[src/rtl/i2s_transmitter_pkg.sv]
// Shared constants and helpers for the I2S/TDM transmitter.
// I2S_MODE_* select the framing used by the serialiser.
package i2s_transmitter_pkg;

   localparam int I2S_MODE_I2S = 0;
   localparam int I2S_MODE_LJ  = 1;

   // Counter/pointer width that never collapses to zero bits.
   function automatic int clog2_min1(input int n);
      return (n > 1) ? $clog2(n) : 1;
   endfunction

endpackage

[src/rtl/i2s_transmitter_fifo.sv]
// First-word-fall-through frame FIFO: o_rdata shows the head entry while not empty.
// A push into a full FIFO is accepted only when a pop frees a slot in the same cycle.
module i2s_transmitter_fifo
   import i2s_transmitter_pkg::*;
#(
   parameter int WIDTH = 48,
   parameter int SIZE  = 8
) (
   input  logic             clk,
   input  logic             reset,
   input  logic             i_write,
   input  logic [WIDTH-1:0] i_wdata,
   input  logic             i_read,
   output logic [WIDTH-1:0] o_rdata,
   output logic             o_empty,
   output logic             o_full
);

   localparam int AW = clog2_min1(SIZE);
   localparam int CW = $clog2(SIZE + 1);

   logic [WIDTH-1:0] r_mem [SIZE];
   logic [AW-1:0]    r_wr_ptr;
   logic [AW-1:0]    r_rd_ptr;
   logic [CW-1:0]    r_count;
   logic             w_push;
   logic             w_pop;

   function automatic logic [AW-1:0] ptr_inc(input logic [AW-1:0] p);
      return (p == AW'(SIZE - 1)) ? '0 : p + 1'b1;
   endfunction

   assign o_empty = (r_count == '0);
   assign o_full  = (r_count == CW'(SIZE));
   assign w_pop   = i_read && !o_empty;
   assign w_push  = i_write && (!o_full || w_pop);
   assign o_rdata = r_mem[r_rd_ptr];

   always_ff @(posedge clk) begin
      if (w_push) begin
         r_mem[r_wr_ptr] <= i_wdata;
      end
   end

   always_ff @(posedge clk) begin
      if (reset) begin
         r_wr_ptr <= '0;
         r_rd_ptr <= '0;
         r_count  <= '0;
      end else begin
         if (w_push) begin
            r_wr_ptr <= ptr_inc(r_wr_ptr);
         end
         if (w_pop) begin
            r_rd_ptr <= ptr_inc(r_rd_ptr);
         end
         if (w_push && !w_pop) begin
            r_count <= r_count + 1'b1;
         end else if (w_pop && !w_push) begin
            r_count <= r_count - 1'b1;
         end
      end
   end

endmodule

[src/rtl/i2s_transmitter.sv]
// I2S / left-justified / TDM transmitter: frame FIFO feeding a BCLK-divided serialiser.
// All serial state moves on BCLK falling edges; enable low parks the serial side at reset values.
module i2s_transmitter
   import i2s_transmitter_pkg::*;
#(
   parameter int DATA_W            = 24,
   parameter int SLOT_W            = 25,
   parameter int CHANNELS          = 2,
   parameter int DIV               = 25,
   parameter int FIFO_DEPTH        = 8,
   parameter int MODE              = 0,
   parameter int HOLD_ON_UNDERFLOW = 0
) (
   input  logic                         clk,
   input  logic                         reset,
   input  logic                         enable,
   input  logic [CHANNELS*DATA_W-1:0]   frame_in,
   input  logic                         write_frame,
   output logic                         full,
   output logic                         bclk,
   output logic                         lrclk,
   output logic                         sdata,
   output logic                         underflow,
   output logic [15:0]                  underflow_count
);

   localparam int FRAME_W = CHANNELS * DATA_W;
   localparam int SW      = clog2_min1(CHANNELS);
   localparam int BW      = clog2_min1(SLOT_W);
   localparam int DW      = clog2_min1(DIV);

   logic [DW-1:0]      r_div;
   logic               r_bclk;
   logic               r_lrclk;
   logic [SW-1:0]      r_slot;
   logic [BW-1:0]      r_bit;
   logic [SLOT_W:0]    r_shift;
   logic [FRAME_W-1:0] r_frame;
   logic               r_underflow;
   logic [15:0]        r_uf_count;

   logic               w_tick;
   logic               w_fall;
   logic               w_frame_start;
   logic               w_empty;
   logic               w_full;
   logic               w_pop;
   logic               w_uf_event;
   logic [FRAME_W-1:0] w_fifo_data;
   logic [FRAME_W-1:0] w_frame_next;
   logic [FRAME_W-1:0] w_frame_cur;
   logic [SLOT_W-1:0]  w_slot_word;

   // Channel sample left-aligned in its slot, padding bits zero.
   function automatic logic [SLOT_W-1:0] slot_word(input logic [FRAME_W-1:0] frame,
                                                   input logic [SW-1:0]      slot);
      logic [DATA_W-1:0] sample;
      sample = frame[(CHANNELS - 1 - int'(slot)) * DATA_W +: DATA_W];
      return SLOT_W'(sample) << (SLOT_W - DATA_W);
   endfunction

   function automatic logic [15:0] sat_inc16(input logic [15:0] c);
      return (c == 16'hFFFF) ? c : c + 16'd1;
   endfunction

   i2s_transmitter_fifo #(
      .WIDTH (FRAME_W),
      .SIZE  (FIFO_DEPTH)
   ) u_fifo (
      .clk     (clk),
      .reset   (reset),
      .i_write (write_frame),
      .i_wdata (frame_in),
      .i_read  (w_pop),
      .o_rdata (w_fifo_data),
      .o_empty (w_empty),
      .o_full  (w_full)
   );

   assign w_tick        = enable && (r_div == DW'(DIV - 1));
   assign w_fall        = w_tick && r_bclk;
   assign w_frame_start = w_fall && (r_slot == '0) && (r_bit == '0);
   assign w_pop         = w_frame_start && !w_empty;
   assign w_uf_event    = w_frame_start && w_empty;

   always_comb begin
      w_frame_next = '0;
      if (!w_empty) begin
         w_frame_next = w_fifo_data;
      end else if (HOLD_ON_UNDERFLOW != 0) begin
         w_frame_next = r_frame;
      end
   end

   // The slot loaded at k = 0 must come from the frame being popped this same edge.
   assign w_frame_cur = w_frame_start ? w_frame_next : r_frame;
   assign w_slot_word = slot_word(w_frame_cur, r_slot);

   // r_shift[SLOT_W-1] is the left-justified bit; r_shift[SLOT_W] is that bit one BCLK later.
   always_ff @(posedge clk) begin
      if (reset || !enable) begin
         r_div   <= '0;
         r_bclk  <= 1'b0;
         r_slot  <= '0;
         r_bit   <= '0;
         r_lrclk <= 1'b0;
         r_shift <= '0;
         r_frame <= '0;
      end else begin
         r_div <= w_tick ? '0 : r_div + 1'b1;
         if (w_tick) begin
            r_bclk <= ~r_bclk;
         end
         if (w_fall) begin
            if (w_frame_start) begin
               r_frame <= w_frame_next;
            end
            r_lrclk <= (int'(r_slot) >= CHANNELS / 2);
            if (r_bit == '0) begin
               r_shift <= {r_shift[SLOT_W-1], w_slot_word};
            end else begin
               r_shift <= {r_shift[SLOT_W-1:0], 1'b0};
            end
            if (r_bit == BW'(SLOT_W - 1)) begin
               r_bit  <= '0;
               r_slot <= (r_slot == SW'(CHANNELS - 1)) ? '0 : r_slot + 1'b1;
            end else begin
               r_bit <= r_bit + 1'b1;
            end
         end
      end
   end

   always_ff @(posedge clk) begin
      if (reset) begin
         r_underflow <= 1'b0;
         r_uf_count  <= '0;
      end else begin
         r_underflow <= w_uf_event;
         if (w_uf_event) begin
            r_uf_count <= sat_inc16(r_uf_count);
         end
      end
   end

   assign full            = w_full;
   assign bclk            = r_bclk;
   assign lrclk           = r_lrclk;
   assign sdata           = (MODE == I2S_MODE_LJ) ? r_shift[SLOT_W-1] : r_shift[SLOT_W];
   assign underflow       = r_underflow;
   assign underflow_count = r_uf_count;

endmodule

[config.mk]
export PLATFORM = sky130hd
export DESIGN_NAME = i2s_transmitter
export DESIGN_NICKNAME = d
export VERILOG_FILES = /design/src/rtl/i2s_transmitter_pkg.sv /design/src/rtl/i2s_transmitter_fifo.sv /design/src/rtl/i2s_transmitter.sv
export SDC_FILE = /design/constraint.sdc
export NUM_CORES = 1
export LEC_CHECK = 0
export ABC_AREA = 1
export BUFFER_PORTS_ARGS = -buffer_cell sky130_fd_sc_hd__buf_2
export CORE_ASPECT_RATIO = 1.25
export CORE_MARGIN = 2
export CORE_UTILIZATION = 45
export DETAILED_ROUTE_END_ITERATION = 12
export PLACE_DENSITY_LB_ADDON = 0.15
export SYNTH_ARGS = -nofsm -noshare
export SYNTH_HDL_FRONTEND = slang
export SYNTH_HIERARCHICAL = 1
export SYNTH_SLANG_ARGS = --single-unit
export TNS_END_PERCENT = 30
[constraint.sdc]
create_clock -name clk -period 10.1 [get_ports clk]
set_input_delay 1.01 -clock clk [delete_from_list [all_inputs] [get_ports clk]]
set_output_delay 1.01 -clock clk [all_outputs]
set_load 0.005 [all_outputs]
==> flow_metrics.py <==
metrics = {
    "die": {
        "start_util": 0.457,
        "core_sq_um": 46200,
        "die_h_um": 246,
        "dieArea_sq_um": 48700,
        "io_pins": 73,
        "rows": 88,
        "die_x_um": 198,
    },
    "global_routing": {
        "grt_overflow": 0,
        "first_global_vias": 14200,
        "grt_pass1_wl_um": 79400,
        "antenna_found_initial": 4,
        "grt.total_usage": 0.213,
        "grt_max_degree": 110,
    },
    "timing": {
        "drv_slew": 0,
        "rsz0062_at_grt": "false",
        "tightest_slew_ns": 1.08,
        "max_slew_margin": 0.276,
        "fmax_mhz": 218,
        "skew_ns": 0.0183,
        "min_period_ns": 4.58,
        "period_share": 0.453,
        "timing.setup.tns_ns": 0,
        "hold_viol": 0,
        "finalSetupViolCount": 0,
        "fin_hold_ws_ns": 0.470,
    },
    "clocking": {
        "cts_tree": "built",
        "clk_pin_slew_ns": 0.06,
        "cts_made_buffers": 50,
        "insertion_delay_ns": 0.59,
        "clkSinkCount": 499,
        "post_cts_buffers": 0,
        "hold_buffers": 0,
        "cts_buffer_depth": 3,
        "htree_levels": 2,
        "cts_resized": 0,
        "root_buffer": "clkbuf_16",
    },
    "worst_setup_path": {
        "crit_path_end_kind": "register",
        "max_stage_delay_ns": 0.89,
        "worstPathMaxFanout": 26,
        "crit_type": "reg2reg",
        "slowest_stage": "clkinv_1",
        "arrival_ns": 5.06,
        "path_buf_inv": 7,
        "critical-path-top-delay-family": "buffers and inverters",
        "start_kind": "register",
        "crit_top_cell": "inv_1",
        "path_cells": "nor2_1 -> nand3_1 -> inv_1 -> clkinv_1 -> nand2_1 -> inv_1 -> inv_1 -> nand3_1 -> nand2_1 -> inv_1 -> ha_1 -> inv_1 -> ha_1 -> or2_2 -> nand3_1 -> nand3_1 -> nand2_1 -> inv_1",
        "crit_required_ns": 10.58,
    },
    "routing": {
        "wl_per_cell_um": 18.2,
        "drtPass1Iterations": 7,
        "vias": 14600,
        "drt_iter0_drc": 953,
        "wirelength_um": 50900,
        "drc": 0,
        "ant_nets": 0,
        "viasPerCell": 5.21,
    },
    "logic_synthesis": {
        "synth_top_area_frac": 0.546,
        "syn_inst": 2144,
        "synth-seq-cells": 499,
        "syn_nets": 2209,
        "avgSynthCellArea_sq_um": 9.85,
        "async_flop_share": 0,
        "yosysSeqAreaShare": 0.655,
        "syn_area_sq_um": 21100,
        "synth_area_leaders": "edfxtp_1, dfxtp_1, nor2_1",
        "yosysWarnings": 6,
        "synth_top_area_cell": "edfxtp_1",
        "synth_flop_cell": "edfxtp_1",
        "synth_edf_count": 384,
        "yosysUniqueCellTypes": 40,
    },
    "placement": {
        "port_buffers": 72,
        "gp_congestion": 0.821,
        "dp_hpwl_um": 29100,
    },
    "cells_and_area": {
        "nets": 2236,
        "syn_to_final_growth_pct": 11.1,
        "drive_gt1_frac": 0.0927,
    },
    "hold_path": {
        "hp-class": "reg2reg",
    },
    "power": {
        "p_leak_nw": 8.85,
        "vdd_drop_max_v": 0.000113,
        "power_density_nw_per_um2": 185,
    },
    "run_status": {
        "status": "completed",
    },
    "flow_run": {
        "max_cap_viol_count": 0,
    },
}
worst paths after layout:
check,start,slack [ns],depth (start not counted),endpoint
hold / removal,r_frame[21],0.47,2,r_frame[21]
setup reg to reg,u_fifo/r_count[1],5.52,18,u_fifo/r_count[3]
setup / recovery,u_fifo/r_count[1],5.52,18,u_fifo/r_count[3]
hold reg to reg,r_frame[21],0.47,2,r_frame[21]
routing by layer:
metal / part of all wire / routed length, um / GRT usage
met1: 0.44 / 22100 / 0.278
met5: 0.00045 / 23 / 0
met2: 0.49 / 24900 / 0.363
met4: 0.026 / 1300 / 0.0661
met3: 0.050 / 2550 / 0.0361
state kept, by name, indices dropped and copies added (netlist names), 3 cells and up, named ones only:
name             count
u_fifo/r_count       4
r_div                5
u_fifo/r_mem       384
underflow_count     16
r_shift             25
u_fifo/r_wr_ptr      3
u_fifo/r_rd_ptr      3
r_frame             47
r_bit                5
worst reg2reg max path, delay by kind of cell (launching register included):
family	cells	cell delay [ns]
adder cells (fa/ha/maj)	2	0.51
AND/OR/NAND/NOR	9	1.60
flip-flops	1	0.36
buffers and inverters	7	2.03
cell usage in the layout (no fill, tap or decap), types with 3 or more instances in the layout:
master	instances
a211oi_1	18
clkbuf_16	51
clkinv_2	16
nor3_1	13
bufinv_16	4
a21oi_1	59
nor2_1	487
nand3_2	3
nand4_1	3
ha_1	12
buf_4	17
buf_2	72
o21a_1	13
xor2_1	11
nor2_4	12
dfxtp_1	112
nand3_1	103
nand2_1	436
clkbuf_1	10
nor2_2	3
edfxtp_1	384
clkinv_1	11
o21ai_1	74
xnor2_1	5
inv_1	113
o21ai_0	137
inv_2	7
kinds of logic (layout without fill, tap and decap cells):
family                     after synthesis  in the layout  share of synthesized area
and+or+nand+nor                       1074           1074                      0.206
DFF                                    499            499                      0.655
AOI/OAI and AO/OA                      302            302                     0.0754
xor gates and xnor gates                16             16                    0.00664
buffers and inverters                  240            308                     0.0491
adders and majority gates               13             13                    0.00806
other                                    0              1                          0
where the power goes:
| part | total, mW | internal (mW) | switching (mW) |
|---|---|---|---|
| Clock | 1.81 | 1.04 | 0.773 |
| Sequential | 2.30 | 2.28 | 0.0169 |
| Combinational | 0.237 | 0.0575 | 0.180 |
| Total | 4.34 | 3.37 | 0.969 |
per-stage QoR:
step / cell area [sq um] / setup slack (ns) / util / std cells / total power [mW]
floorplan: 21100 / 5.44 / - / 2144 / 2.48
global placement: 21800 / 5.77 / 0.472 / 2704 / 2.57
detailed placement: 21800 / 5.57 / 0.472 / 2704 / 2.58
CTS: 23400 / 5.54 / 0.507 / 2797 / 4.39
global route: 23500 / 5.06 / 0.507 / 2798 / 4.50
finish: 23500 / 5.52 / 0.507 / 2798 / 4.34
synth_stat cells, types with 18 or more instances:
| library cell | number |
|---|---|
| nor2_1 | 496 |
| nand2_1 | 436 |
| edfxtp_1 | 384 |
| o21ai_0 | 137 |
| dfxtp_1 | 115 |
| inv_1 | 114 |
| nand3_1 | 103 |
| o21ai_1 | 74 |
| a21oi_1 | 59 |
| clkbuf_1 | 51 |
| buf_2 | 32 |
| buf_4 | 19 |
| a211oi_1 | 18 |
layout make-up:
| class | instances | area (sq um) |
|---|---|---|
| clock inverters | 31 | 277 |
| well taps | 585 | 732 |
| multi-input cells | 1405 | 6300 |
| fillers | 4250 | 22800 |
| inverters | 126 | 478 |
| diodes | 1 | 2.50 |
| repair buffers | 89 | 488 |
| flip-flops and latches | 499 | 13800 |
| clock buffers | 62 | 1330 |
(Power assumes the default switching activity.)
